### src/rtl/wb_uart_pkg.sv
// Shared types and constants for the Wishbone UART transmitter.
package wb_uart_pkg;

    // Shifter sequence: one state per kind of bit on the line.
    typedef enum logic [1:0] {
        IDLE  = 2'd0,
        START = 2'd1,
        DATA  = 2'd2,
        STOP  = 2'd3
    } state_t;

    // Bit positions inside the status word returned on a read.
    localparam int STATUS_BUSY      = 0;
    localparam int STATUS_HOLD_FULL = 1;

endpackage

### src/rtl/wb_edge_detect.sv
// Rising-edge detector: registers its input and emits a one-cycle pulse
// whenever the input is high now but was low on the previous clock.
module wb_edge_detect (
    input  logic clk,
    input  logic rst_n,
    input  logic d,
    output logic pulse
);

    logic d_q;

    // Remember the previous sample of the input.
    always_ff @(posedge clk or negedge rst_n) begin
        if (!rst_n) d_q <= 1'b0;
        else        d_q <= d;
    end

    assign pulse = d & ~d_q;

endmodule

### src/rtl/wb_uart.sv
// Wishbone classic slave UART transmitter (8N1 by default).
// A write loads the one-entry holding register; the shifter drains it on a
// bit tick derived from the rising edges of baud_clk_i.
//
// Handshake: a request is valid when wb_cyc_i & wb_stb_i are high and no ack
// is currently out. Reads are always ready. A write is ready when the holding
// register is empty or is being drained on this same clock; otherwise the
// master sees wait states. Accepted requests get wb_ack_o for exactly one cycle.
module wb_uart_tx
    import wb_uart_pkg::*;
#(
    parameter int DATA_BITS = 8
) (
    input  logic       wb_clk_i,
    input  logic       wb_rst_ni,
    input  logic       wb_cyc_i,
    input  logic       wb_stb_i,
    input  logic       wb_we_i,
    input  logic [7:0] wb_dat_i,
    output logic [7:0] wb_dat_o,
    output logic       wb_ack_o,
    input  logic       baud_clk_i,
    output logic       tx_o,
    output logic       busy_o
);

    localparam logic [2:0] LAST_BIT = 3'(DATA_BITS - 1);

    state_t               state, state_next;
    logic [DATA_BITS-1:0] hold, shift, shift_next;
    logic [2:0]           cnt, cnt_next;
    logic                 hold_full;
    logic                 tx, tx_next;
    logic                 tick, drain;
    logic                 rd_req, wr_req, accept;
    logic [7:0]           status;

    wb_edge_detect u_baud_edge (
        .clk   (wb_clk_i),
        .rst_n (wb_rst_ni),
        .d     (baud_clk_i),
        .pulse (tick)
    );

    assign rd_req = wb_cyc_i & wb_stb_i & ~wb_we_i & ~wb_ack_o;
    assign wr_req = wb_cyc_i & wb_stb_i &  wb_we_i & ~wb_ack_o;
    // A write may land in the same cycle the shifter takes the old byte.
    assign accept = wr_req & (~hold_full | drain);

    assign busy_o = (state != IDLE);
    assign tx_o   = tx;

    // Assemble the status word from the live flags.
    always_comb begin
        status                   = 8'h00;
        status[STATUS_BUSY]      = busy_o;
        status[STATUS_HOLD_FULL] = hold_full;
    end

    // Shifter state and line registers.
    always_ff @(posedge wb_clk_i or negedge wb_rst_ni) begin
        if (!wb_rst_ni) begin
            state <= IDLE;
            tx    <= 1'b1;
            shift <= '0;
            cnt   <= '0;
        end else begin
            state <= state_next;
            tx    <= tx_next;
            shift <= shift_next;
            cnt   <= cnt_next;
        end
    end

    // Next-state logic: everything advances only on a bit tick.
    always_comb begin
        state_next = state;
        tx_next    = tx;
        shift_next = shift;
        cnt_next   = cnt;
        drain      = 1'b0;
        if (tick) begin
            case (state)
                IDLE, STOP: begin
                    if (hold_full) begin
                        tx_next    = 1'b0;
                        shift_next = hold;
                        cnt_next   = '0;
                        drain      = 1'b1;
                        state_next = START;
                    end else begin
                        tx_next    = 1'b1;
                        state_next = IDLE;
                    end
                end
                START: begin
                    tx_next    = shift[0];
                    shift_next = shift >> 1;
                    state_next = DATA;
                end
                DATA: begin
                    if (cnt == LAST_BIT) begin
                        tx_next    = 1'b1;
                        state_next = STOP;
                    end else begin
                        tx_next    = shift[0];
                        shift_next = shift >> 1;
                        cnt_next   = cnt + 3'd1;
                    end
                end
                default: state_next = IDLE;
            endcase
        end
    end

    // Bus side: acknowledge, read data capture and the holding register.
    always_ff @(posedge wb_clk_i or negedge wb_rst_ni) begin
        if (!wb_rst_ni) begin
            wb_ack_o  <= 1'b0;
            wb_dat_o  <= 8'h00;
            hold      <= '0;
            hold_full <= 1'b0;
        end else begin
            wb_ack_o <= rd_req | accept;
            wb_dat_o <= rd_req ? status : 8'h00;
            if (accept) begin
                hold      <= wb_dat_i[DATA_BITS-1:0];
                hold_full <= 1'b1;
            end else if (drain) begin
                hold_full <= 1'b0;
            end
        end
    end

endmodule

### config.mk
export PLATFORM = sky130hd
export DESIGN_NAME = wb_uart_tx
export DESIGN_NICKNAME = d
export VERILOG_FILES = /design/src/rtl/wb_uart_pkg.sv /design/src/rtl/wb_edge_detect.sv /design/src/rtl/wb_uart.sv
export SDC_FILE = /design/constraint.sdc
export NUM_CORES = 1
export LEC_CHECK = 0
export BUFFER_PORTS_ARGS = -buffer_cell sky130_fd_sc_hd__buf_2
export CORE_ASPECT_RATIO = 1.1
export CORE_MARGIN = 10
export CORE_UTILIZATION = 50
export CTS_CLUSTER_SIZE = 8
export DETAILED_ROUTE_END_ITERATION = 12
export GPL_TIMING_DRIVEN = 0
export HOLD_SLACK_MARGIN = 0.08
export PLACE_DENSITY_LB_ADDON = 0.12
export SETUP_SLACK_MARGIN = 0.02
export SLEW_MARGIN = 0
export SYNTH_ARGS = -nofsm -noshare
export SYNTH_HDL_FRONTEND = slang
export SYNTH_SLANG_ARGS = --single-unit
### constraint.sdc
create_clock -name wb_clk_i -period 2.5 [get_ports wb_clk_i]
set_input_delay 0.125 -clock wb_clk_i [delete_from_list [all_inputs] [get_ports wb_clk_i]]
set_output_delay 0.125 -clock wb_clk_i [all_outputs]
set_load 0.02 [all_outputs]
# [After elaboration in Yosys (flattened, before gate mapping)]
# Index checks and enable logic that the tools add are counted.
[word_totals] reg_bits=27 output_inout_bits=11 word_cells=56
[classes] n_addsub=1 n_eq_ne=7 mux=18 n_bitwise=13 n_reduce_logical=8
[op_table] operator="$pmux 8 s3" count=1
[op_table] operator="$mux 8" count=2
[op_table] operator="$mux 1" count=8
[op_table] operator="$and 1x1->1" count=7
[op_table] operator="$mux 3" count=2
[op_table] operator="$ne 2x2->1 const B" count=3
[op_table] operator="$pmux 2 s3" count=1
[op_table] operator="$pmux 3 s2" count=1
[op_table] operator="$reduce_bool 2->1" count=3
[op_table] operator="$eq 2x2->1 const B" count=2
[op_table] operator="$mux 2" count=2
[op_table] operator="$not 1->1" count=4
[op_table] operator="$reduce_and 4->1" count=1
[op_table] operator="$add 3x1->3 const B" count=1
[op_table] operator="$eq 3x3->1 const B" count=1
[op_table] operator="$pmux 1 s3" count=1
[op_table] operator="$reduce_and 3->1" count=1
[op_table] operator="$eq 2x1->1 const B" count=1
[op_table] operator="$logic_not 2->1" count=1
[op_table] operator="$or 1x1->1" count=2
[op_table] operator="$reduce_and 2->1" count=1
[op_table] operator="$reduce_or 2->1" count=1

# [Logic depth before layout (Yosys ltp)]
# Gate-level depths: netlist of the first run.
[depth] word_depth=7 ltp_mapped=6 depth_no_buf=5

# [Hierarchy]
# From an unflattened synthesis of the first run, not the netlist that was laid out.
[unflattened] hier_cells=105 area_unflattened_um2=1362.6
[modules_own_cells] module="wb_uart_tx" instances=1 cells_each=103 area_each_um2=1323.8 seq_area_each_um2=651.9
[modules_own_cells] module="wb_edge_detect" instances=1 cells_each=2 area_each_um2=38.8 seq_area_each_um2=25.0

# [Worst setup path before layout of the first run]
# No wires, ideal clock.
[synth_timing] path_type="reg-to-reg" start="register state[0]" end="register hold[0]" setup_ns=0.125 arrival_time_ns=1.837 t_required_ns=2.375 setup_slack_ns=0.538 path_stages_with_launch=7 period_less_slack_ns=1.962 path_cell_list="dfrtp_1 inv_1 ha_1 buf_6 or3b_4 a21oi_4 mux2_2"
[synth_via] elab_chain_len=6
[synth_rtl] element="from (decl)" line_no="wb_uart.sv:29" text="state_t state, state_next;"
[synth_rtl] element="from (signal assigned)" line_no="wb_uart.sv:68" text="state <= state_next;"
[synth_rtl] element="$eq 2x2->1 / $logic_not 2->1 (equally long branches)" line_no="wb_uart.sv:83" text="case (state)"
[synth_rtl] element="$reduce_or 2->1 *" line_no="wb_uart.sv:83"
[synth_rtl] element="$mux 1 *" line_no="wb_uart.sv:83"
[synth_rtl] element="$mux 1 *" line_no="wb_uart.sv:82" text="if (tick) begin"
[synth_rtl] element="$or 1x1->1 *" line_no="wb_uart.sv:48" text="assign accept = wr_req & (~hold_full | drain);"
[synth_rtl] element="$and 1x1->1 *" line_no="wb_uart.sv:48"
[synth_rtl] element="to (signal assigned)" line_no="wb_uart.sv:127" text="hold <= wb_dat_i[DATA_BITS-1:0];"
[synth_rtl] element="to (decl)" line_no="wb_uart.sv:30" text="logic [DATA_BITS-1:0] hold, shift, shift_next;"
# Mark *: on every way between the ends. The rest lies on a longest branch, timed or not.
# A chain may end at the register's enable or synchronous reset.

# [Worst setup path after layout of the first run]
[layout_timing] start="register state[0]" end="register hold[2]"
# Same word-level chain as after synthesis.

==> results of run 1 <==
sequential cells by signal (all words and copies together) (netlist names):
name	count
cnt	3
hold	8
hold_full	1
shift	8
state	2
tx_o	1
u_baud_edge.d_q	1
wb_ack_o	1
wb_dat_o	2
timing repair:
| action | in CTS | in global routing |
|---|---|---|
| endpoints found under the hold margin | 38 | 2 |
| hold buffers | 12 | 1 |
| endpoints found under the setup margin | 0 | 0 |
cell families after synthesis:
group	synth area share, %
and+or+nand+nor	11.8
DFF	50.4
adders and majority gates	4.66
muxes	19.3
other	0.279
buffers and inverters	6.42
AOI/OAI and AO/OA	7.17
synth_stat cells, drive strengths merged:
| library cell | n | share of area, % |
|---|---|---|
| buf | 7 | 4.2 |
| nor3 | 2 | 0.74 |
| ha | 5 | 4.7 |
| a31oi | 2 | 0.93 |
| nand3b | 3 | 1.7 |
| dfrtp | 26 | 48 |
| clkbuf | 2 | 0.56 |
| nor2 | 1 | 0.28 |
| inv | 6 | 1.7 |
| or3b | 1 | 0.84 |
| a21oi | 3 | 2.0 |
| a21boi | 1 | 0.56 |
| o22a | 1 | 0.65 |
| nand3 | 4 | 1.5 |
| o21ai | 3 | 1.1 |
| nand4b | 1 | 0.65 |
| o221ai | 3 | 2.0 |
| nor3b | 2 | 1.5 |
| nand2b | 3 | 1.4 |
| mux2 | 23 | 19 |
| nor2b | 4 | 1.9 |
| nand2 | 5 | 1.4 |
| dfstp | 1 | 2.0 |
| conb | 1 | 0.28 |
cells in the final DEF (no fill, tap or decap), drive strengths merged, types with 2 or more instances in the layout:
cell         netlist  final
dlygate4sd3        0     13
nand3              4      4
nor3               2      2
nor2b              4      4
a21oi              3      3
buf                7     25
clkbuf             2      5
nand3b             3      3
dfrtp             26     26
a31oi              2      2
nand2              5      5
nor3b              2      2
conb               1      6
ha                 5      5
o221ai             3      3
nand2b             3      3
o21ai              3      3
mux2              23     23
inv                6      6
worst max-delay path: stages, from the launching register on:
cell     delay [ns]
dfrtp_1        0.40
inv_1          0.08
ha_1           0.31
buf_6          0.14
or3b_4         0.42
a21oi_4        0.32
mux2_2         0.37
where the power goes:
group	leakage (nW)	switching, mW	internal [mW]
registers	0.335	0.112	0.623
logic	0.418	0.346	0.423
clock network	0.0139	0.127	0.0612
cell type report:
type,count,area [um2]
repair buffers,31,220
flip-flops and latches,27,677
inverters,6,22.5
clock buffers,3,22.5
clock inverters,1,7.51
plain buffers,9,63.8
multi-input cells,73,599
fillers,214,892
well taps,31,38.8
routing by layer:
metal | wire length (um) | global-route usage (%) | share of wire [%] | vias to the layer above
li1 | - | - | - | 455
met1 | 1030 | 9.81 | 40 | 455
met2 | 1340 | 18.7 | 53 | 20
met3 | 112 | 2.79 | 4.4 | 6
met4 | 66 | 6.04 | 2.6 | 0
met5 | 0 | 0 | 0 | -
worst max-delay path by stage:
stage | from | endpoint | depth (start not counted)
final | state[0] | hold[2] | 6
after global routing | state[0] | hold[1] | 6
after CTS | state[0] | hold[2] | 6
after detailed placement | state[0] | hold[2] | 6
after global placement | state[0] | hold[6] | 6
after floorplan | state[0] | hold[0] | 6
==> metrics, run 1 <==
status=complete, no violations; dpl cell area=0.00149 mm2; vias per inst=5.17; Worst Setup End Kind=flip-flop; first-pass GRT wire length=4.26 mm; final wirelength=2.55 mm; chip height=74.4 um; syn avg cell area=12.2 um2; critical path class=reg2reg; H-tree depth=1; RSZ-0062 raised after global routing=false; total power=1.69 mW; clk sinks=27; diodes inserted=0; r2r worst-path depth=6; crit-path max FO=8; DP Cell Count=164; type of the worst min-delay path=in2async; final worst path period need=2.14 ns; CTS tree=done; root buffer cell=clkbuf_4; setup_tns=0 ns; reg2reg start=state[0]; Port Buf Inserts=18; fmax=0.468 GHz; max-slew violations=0; Lkg Pwr=0.767 nW; post-cts repair resize count=0; Fin Clk Skew=0.00424 ns; vias in the first global route=985; Top Ports=25; DR pass1 iterations=4; VDD IR-drop max=0.706 mV; YS warnings=0; sequential-to-total area share from yosys stat=50.4%; row count=19; Die Wd=69.4 um; pwr dens=1020 mW/mm2; Design Area, Final=0.00165 mm2; relative max-transition margin=56.2%; utilization after layout=64.9%; worst-margin pin slew=0.654 ns; gp weighted congestion=0.706; area grow syn2layout=22.9%; # DRC=0; pin count of the biggest net entering global routing=28; 1st-iter DRT viols=42; dpl ws=0.360 ns; worst hold slack=0.308 ns; nets=170; routed len/inst=14.1 um; WP data arrival=2.36 ns; hpwl dp=1.91 mm; worst-skew pair later-pin latency=0.32 ns; Final ANT Viol Nets=0; WP data required=2.73 ns; fin crit share=85.5%; via total after detailed routing=936; RR Endpoint=hold[2]; core area=0.00254 mm2; Setup WS post-layout=0.363 ns; grt ovf=0; flop2flop setup slack=0.36 ns; Non-Filler Instances=181; Hold Fails Final Rpt=0; total CTS buffers=3; Worst Setup Start Kind=flip-flop; Global Route Usage Sum=10.0%; synthesis-stage register bit count=27; initial antenna violation count=0; Setup violations, final=0; setup bufs post-CTS=0; die area=0.00516 mm2; worst-case clock buffer depth=2; clock slew at reported path FFs=0.14 ns; Mapped Area=0.00134 mm2; Starting Density=52.8%; distinct cell type count after synthesis=27; Max Cap Viol=0; layout cell share with drive strength beyond 1=37.3%; Post-Synthesis Cells=110
(Power assumes the default switching activity.)
==> inputs of run 2 (changes only) <==
--- a/config.mk
+++ b/config.mk
@@ -5,10 +5,11 @@
 export SDC_FILE = /design/constraint.sdc
 export NUM_CORES = 1
 export LEC_CHECK = 0
+export ABC_AREA = 1
 export BUFFER_PORTS_ARGS = -buffer_cell sky130_fd_sc_hd__buf_2
 export CORE_ASPECT_RATIO = 1.1
 export CORE_MARGIN = 10
-export CORE_UTILIZATION = 50
+export CORE_UTILIZATION = 45
 export CTS_CLUSTER_SIZE = 8
 export DETAILED_ROUTE_END_ITERATION = 12
 export GPL_TIMING_DRIVEN = 0
==> run 2 against run 1 <==
Flip-flop and latch count unchanged; first-iteration DRC count increased by 33%; clock power increased by 4%; die area increased by 9.9%; sequential share of layout area decreased by 0.34 points; power decreased by 2.6%; routed wire length increased by 8.1%; critical endpoint is now cnt[1].
==> metrics, run 2 <==
status=complete, no violations; fmax=0.632 GHz (+35%); sequential-to-total area share from yosys stat=49.2% (-1.2 points); DP Cell Count=225 (+37%); Worst Setup Start Kind=flip-flop; final worst path period need=1.58 ns (-0.555 ns); ys flop type=dfrtp_1; Hold Fails Final Rpt=0 (unchanged); Fin Clk Skew=0.0108 ns (+0.00659 ns); commonest non-fill, non-tap cell in the layout=nand2_1; via total after detailed routing=1105 (+18%); H-tree depth=1 (unchanged); gp weighted congestion=0.761 (+7.8%); relative max-transition margin=60.2% (+4.0 points); # DRC=0 (unchanged); sequential cell area=677 um2 (unchanged); critical path's largest stage delay=0.42 ns (about the same); YS warnings=0 (unchanged); top post-synthesis cells by count=nand2_1 (80), dfrtp_1 (26), nand3_1 (11); total CTS buffers=3 (unchanged); diodes inserted=0 (unchanged); Worst Hold End=wb_dat_o[0]; critical path class=reg2reg; initial antenna violation count=0 (unchanged); Global Route Usage Sum=10.1% (+0.055 points); flop2flop setup slack=0.92 ns (+0.55 ns); reg2reg start=state[0]; Hold Startpoint=wb_cyc_i; hpwl dp=2.07 mm (+8.6%); r2r worst-path depth=10 (+4); worst-skew pair later-pin latency=0.34 ns (+0.02 ns); Worst Setup End Kind=flip-flop; Post-synth EDFFs=0 (unchanged); setup_tns=0 ns (unchanged); first-pass GRT wire length=4.77 mm (+12%); synth top area cells=dfrtp_1 (47%), nand2_1 (22%), ha_1 (4.5%); NetSw=694 uW (+18%); layout cell share with drive strength beyond 1=22.8% (-15 points); CP Cell Sequence=inv_1, ha_1, buf_6, inv_4, buf_6, nor2_2, nor2_2, nand2_2, nand2_1, nand2_1; vias in the first global route=1074 (+9.0%); nets=226 (+33%); WP data arrival=1.82 ns (-0.54 ns); power share of the combinational group=45.1% (-0.4 points); DR pass1 iterations=4 (unchanged); Die Wd=72.7 um (+4.8%); commonest cells after routing, fill and taps aside=nand2_1 (80), dfrtp_1 (26), buf_2 (18), nand3_1 (11), dlygate4sd3_1 (11); Sequential Power Share=43.0% (-0.4 points); pin count of the biggest net entering global routing=28 (unchanged); Design Area, Final=0.00167 mm2 (+0.83%); post-synth top area share=47.3% (-1.1 points); clk sinks=27 (unchanged); Setup WS post-layout=0.918 ns (+0.555 ns); internal cell power=955 uW (-14%); Post-Synthesis Cells=168 (+53%); clock power share=11.9% (+0.8 points); clock slew at reported path FFs=0.15 ns (about the same); synthesis-stage register bit count=27 (unchanged); final wirelength=2.76 mm (+8.1%); area grow syn2layout=21.0%; dpl ws=0.943 ns (+0.583 ns); RR Endpoint=cnt[1]; Non-Filler Instances=240 (+33%); die area=0.00567 mm2 (+9.9%); pwr dens=990 mW/mm2 (-3.4%); 1st-iter DRT viols=56 (+33%); crit-path max FO=10 (+2); RSZ-0062 raised after global routing=false; fin crit share=63.3% (-22 points); grt ovf=0 (unchanged); Setup violations, final=0 (unchanged); routed len/inst=11.5 um (-18%); core area=0.00300 mm2 (+18%); CTS tree=done; worst hold slack=0.0894 ns (-0.219 ns); asr flop ratio synth=100% (unchanged); worst-margin pin slew=0.596 ns (-0.0573 ns); WHS Path Cells=3; largest registers=hold (8), shift (8), cnt (3); Lkg Pwr=0.956 nW (+25%); worst-case clock buffer depth=2 (unchanged); Top Ports=25 (unchanged); Mapped Area=0.00138 mm2 (+2.4%); row count=21 (+2); type of the worst min-delay path=in2reg; count leader, synth=nand2_1; distinct cell type count after synthesis=22 (-19%); dpl cell area=0.00153 mm2 (+2.4%); cell taking the most area after synthesis=dfrtp_1; root buffer cell=clkbuf_4; VDD IR-drop max=0.693 mV (-1.9%); chip height=78 um (+4.9%); Max Cap Viol=0 (unchanged); syn avg cell area=8.19 um2 (-33%); slowest CP cell=dfrtp_1; Port Buf Inserts=18 (unchanged); Starting Density=45.9% (-6.9 points); Filler cells=293 (+37%); sw frac=42.1% (+7.5 points); Final ANT Viol Nets=0 (unchanged); WP data required=2.74 ns (about the same); max-slew violations=0 (unchanged); area of the multi-input gates=599 um2 (unchanged); vias per inst=4.60 (-11%)
-- run 2: cell types whose count changed in the layout (fill, tap and decap cells not counted), moves of 4 or more --
cell,change
nor2_1,+4
nand3_1,+7
nand2_1,+75
nor2_2,+4
nor2b_1,-4
mux2_2,-23
-- run 2: area by class of cell --
type	instances	area share, %
tap	34	2.55
inverter	13	3.08
clock buffer	3	1.35
sequential	27	40.6
multi-input combinational	125	36.0
timing repair buffer	29	12.0
buffer	8	4.06
clock inverter	1	0.301
-- run 2: worst max path at each step --
stage                     slack [ns]       end  cells after the start      from
after floorplan                 1.09    cnt[2]                     10  state[0]
after global placement          0.98    cnt[2]                     10  state[0]
after detailed placement        0.94  shift[7]                      8  state[0]
after CTS                       0.91  shift[7]                      8  state[0]
after global routing            0.75  shift[7]                      8  state[0]
final                           0.92    cnt[1]                     10  state[0]
-- run 2: timing repair --
item                      CTS  global route
gates resized for setup     0             0
hold buffers               11             0
buffers inserted            0             0
hold endpoints to repair   36             0
-- run 2: logic make-up (layout without fill, tap and decap cells) --
kind of cell / count (synthesis) / count (layout) / share of synthesized area (%)
AOI/OAI and AO/OA: 2 / 2 / 0.727
and+or+nand+nor: 112 / 112 / 36.6
buffers and inverters: 21 / 54 / 8.64
DFF: 27 / 27 / 49.2
other: 1 / 6 / 0.272
adders and majority gates: 5 / 5 / 4.55
-- run 2: power groups by stage --
stage               clock, mW  combinational (mW)  sequential [mW]
global route            0.214               0.857            0.729
detailed placement          0               0.741            0.719
CTS                     0.203               0.756            0.709
floorplan                   0               0.574            0.707
global placement            0               0.721            0.709
finish                  0.196               0.744            0.709
-- run 2: layer usage --
metal,up-vias,GRT usage (%),wire length [um]
li1,578,-,-
met3,5,2.04,95
met2,20,16.8,1410
met4,0,3.61,41
met1,502,12.4,1220
met5,-,0,0
-- run 2: worst max-delay path, delay by kind of cell (launching register included) --
family	cells	cell delay [ns]
buf+inv	4	0.41
flops	1	0.42
simple gates	5	0.34
fa+ha+maj	1	0.30
-- run 2: through the flow --
stage	util, %	power, mW
3_3_place_gp	51.0	1.43
2_1_floorplan	-	1.28
3_5_place_dp	51.0	1.46
4_1_cts	55.6	1.67
6_report	55.6	1.65
5_1_grt	55.6	1.80
==> inputs of run 3 (changes only) <==
==> constraint.sdc (replaced) <==
create_clock -name wb_clk_i -period 1.5 [get_ports wb_clk_i]
set_input_delay 0.075 -clock wb_clk_i [delete_from_list [all_inputs] [get_ports wb_clk_i]]
set_output_delay 0.075 -clock wb_clk_i [all_outputs]
set_load 0.02 [all_outputs]
==> run 3 against run 2 <==
Cell count is 4.6% higher; register-to-register slack worse by 0.82 ns; clock power is 62% higher; flip-flop and latch count stayed put; utilization is 5.1 points higher; power is 89% higher; via count is 6.5% higher; global-route usage is 0.39 points higher; critical path depth is 6 lower; combinational power is 120% higher; non-clock buffer count is 11 higher; first-iteration DRC count is 5.4% higher; largest cell class unchanged; largest power group unchanged.
==> metrics, run 3 (synthesis results as in run 2) <==
hpwl dp=2.07 mm (unchanged); Global Route Usage Sum=10.5% (+0.39 points); nets=237 (+4.9%); initial antenna violation count=0 (unchanged); Top Ports=25 (unchanged); fmax=0.716 GHz (+13%); Die Wd=72.7 um (unchanged); pin count of the biggest net entering global routing=28 (unchanged); DP Cell Count=225 (unchanged); Worst Setup Start Kind=flip-flop; Lkg Pwr=1.02 nW (+6.5%); worst-margin pin slew=0.596 ns (-0.000306 ns); sequential cell area=677 um2 (unchanged); crit-path max FO=3 (-7); final worst path period need=1.40 ns (-0.184 ns); Fin Clk Skew=0.00452 ns (-0.00630 ns); Non-Filler Instances=251 (+4.6%); CP Cell Sequence=inv_1, nand4_1, dlygate4sd3_1, nor2_1; Worst Setup End Kind=flip-flop; diodes inserted=0 (unchanged); DR pass1 iterations=4 (unchanged); largest registers=hold (8), shift (8), cnt (3); WP data arrival=1.66 ns (-0.16 ns); total CTS buffers=3 (unchanged); setup_tns=0 ns (unchanged); first-pass GRT wire length=4.95 mm (+3.9%); layout cell share with drive strength beyond 1=31.3% (+8.5 points); status=complete, no violations; area of the multi-input gates=637 um2 (+6.3%); via total after detailed routing=1177 (+6.5%); Hold Fails Final Rpt=0 (unchanged); gp weighted congestion=0.761 (unchanged); worst-skew pair later-pin latency=0.33 ns (about the same); Port Buf Inserts=18 (unchanged); Max Cap Viol=0 (unchanged); max-slew violations=0 (unchanged); fin crit share=93.2% (+30 points); root buffer cell=clkbuf_4; relative max-transition margin=60.3% (about the same); grt ovf=0 (unchanged); RSZ-0062 raised after global routing=true; area grow syn2layout=32.0%; WP data required=1.76 ns (-0.98 ns); commonest cells after routing, fill and taps aside=nand2_1 (76), dfrtp_1 (26), buf_2 (18), buf_4 (14), dlygate4sd3_1 (12); CTS tree=done; H-tree depth=1 (unchanged); vias in the first global route=1148 (+6.9%); vias per inst=4.69 (+1.8%); # DRC=0 (unchanged); Top delay family on crit path=buffers and inverters; worst-case clock buffer depth=2 (unchanged); final wirelength=2.94 mm (+6.5%); 1st-iter DRT viols=59 (+5.4%); Filler cells=272 (-7.2%); clock slew at reported path FFs=0.15 ns (about the same); Starting Density=45.9% (unchanged); Final ANT Viol Nets=0 (unchanged); critical path's largest stage delay=0.61 ns (+0.19 ns); die area=0.00567 mm2 (unchanged); row count=21 (unchanged); clk sinks=27 (unchanged); VDD IR-drop max=1.33 mV (+92%); pwr dens=1720 mW/mm2 (+74%); critical path class=reg2reg; routed len/inst=11.7 um (+1.9%); commonest non-fill, non-tap cell in the layout=nand2_1; chip height=78 um (unchanged); slowest CP cell=dlygate4sd3_1; core area=0.00300 mm2 (unchanged); Setup violations, final=0 (unchanged); type of the worst min-delay path=in2reg; worst path bufs/invs=2 (-2)
run 3: worst min-delay path: stages:
cell and delay [ns]:
buf_2 0.11, nand3_1 0.11, nor2_4 0.08, nand3_1 0.08, nand2_1 0.05
run 3: worst paths after layout:
check | start | end | slack, ns | cells past startpoint
min reg2reg | hold[4] | hold[4] | 0.49 | 2
max reg2reg | wb_ack_o | wb_dat_o[1] | 0.10 | 4
min in group asynchronous | wb_rst_ni | wb_dat_o[0] | 0.27 | 2
max in group asynchronous | wb_rst_ni | cnt[1] | 0.84 | 2
min | wb_stb_i | hold[5] | 0.19 | 5
max | wb_ack_o | wb_dat_o[1] | 0.10 | 4
run 3: final cells by class:
type                    count  share of cell area [%]
well taps                  34                    2.34
multi-input cells         125                    35.1
clock buffers               3                    1.24
flip-flops and latches     27                    37.3
clock inverters             1                   0.275
repair buffers             41                    17.7
plain buffers               7                    3.31
inverters                  13                    2.82
run 3: power breakdown:
| group | internal, mW | leakage [nW] | switching [mW] |
|---|---|---|---|
| sequential | 1.01 | 0.346 | 0.169 |
| combinational | 0.763 | 0.654 | 0.865 |
| clock | 0.100 | 0.0177 | 0.218 |
| total | 1.87 | 1.02 | 1.25 |
run 3: timing repair:
item | CTS | global route
pin swaps | 3 | 3
gates resized for setup | 5 | 9
endpoints found under the setup margin | 19 | 21
buffers inserted | 8 | 3
hold buffers | 12 | 0
endpoints found under the hold margin | 39 | 0
run 3: stage by stage:
stage	worst slack [ns]	power [mW]	util (%)	hold slack [ns]	cell area, um2
detailed placement	-0.0572	2.43	51.0	0.127	1530
CTS	0.0315	3.08	59.1	0.170	1770
floorplan	0.0913	2.13	-	-0.221	1400
global route	0.0125	3.39	60.7	0.194	1820
global placement	-0.0205	2.38	51.0	0.110	1530
finish	0.102	3.12	60.7	0.187	1820
run 3: layer usage:
metal | wire (um) | vias up | GRT usage (%) | share of wire [%]
li1 | - | 600 | - | -
met1 | 1250 | 536 | 12.7 | 43
met2 | 1510 | 33 | 17.5 | 51
met3 | 113 | 8 | 2.04 | 3.8
met4 | 59 | 0 | 3.99 | 2.0
met5 | 0 | - | 0 | 0
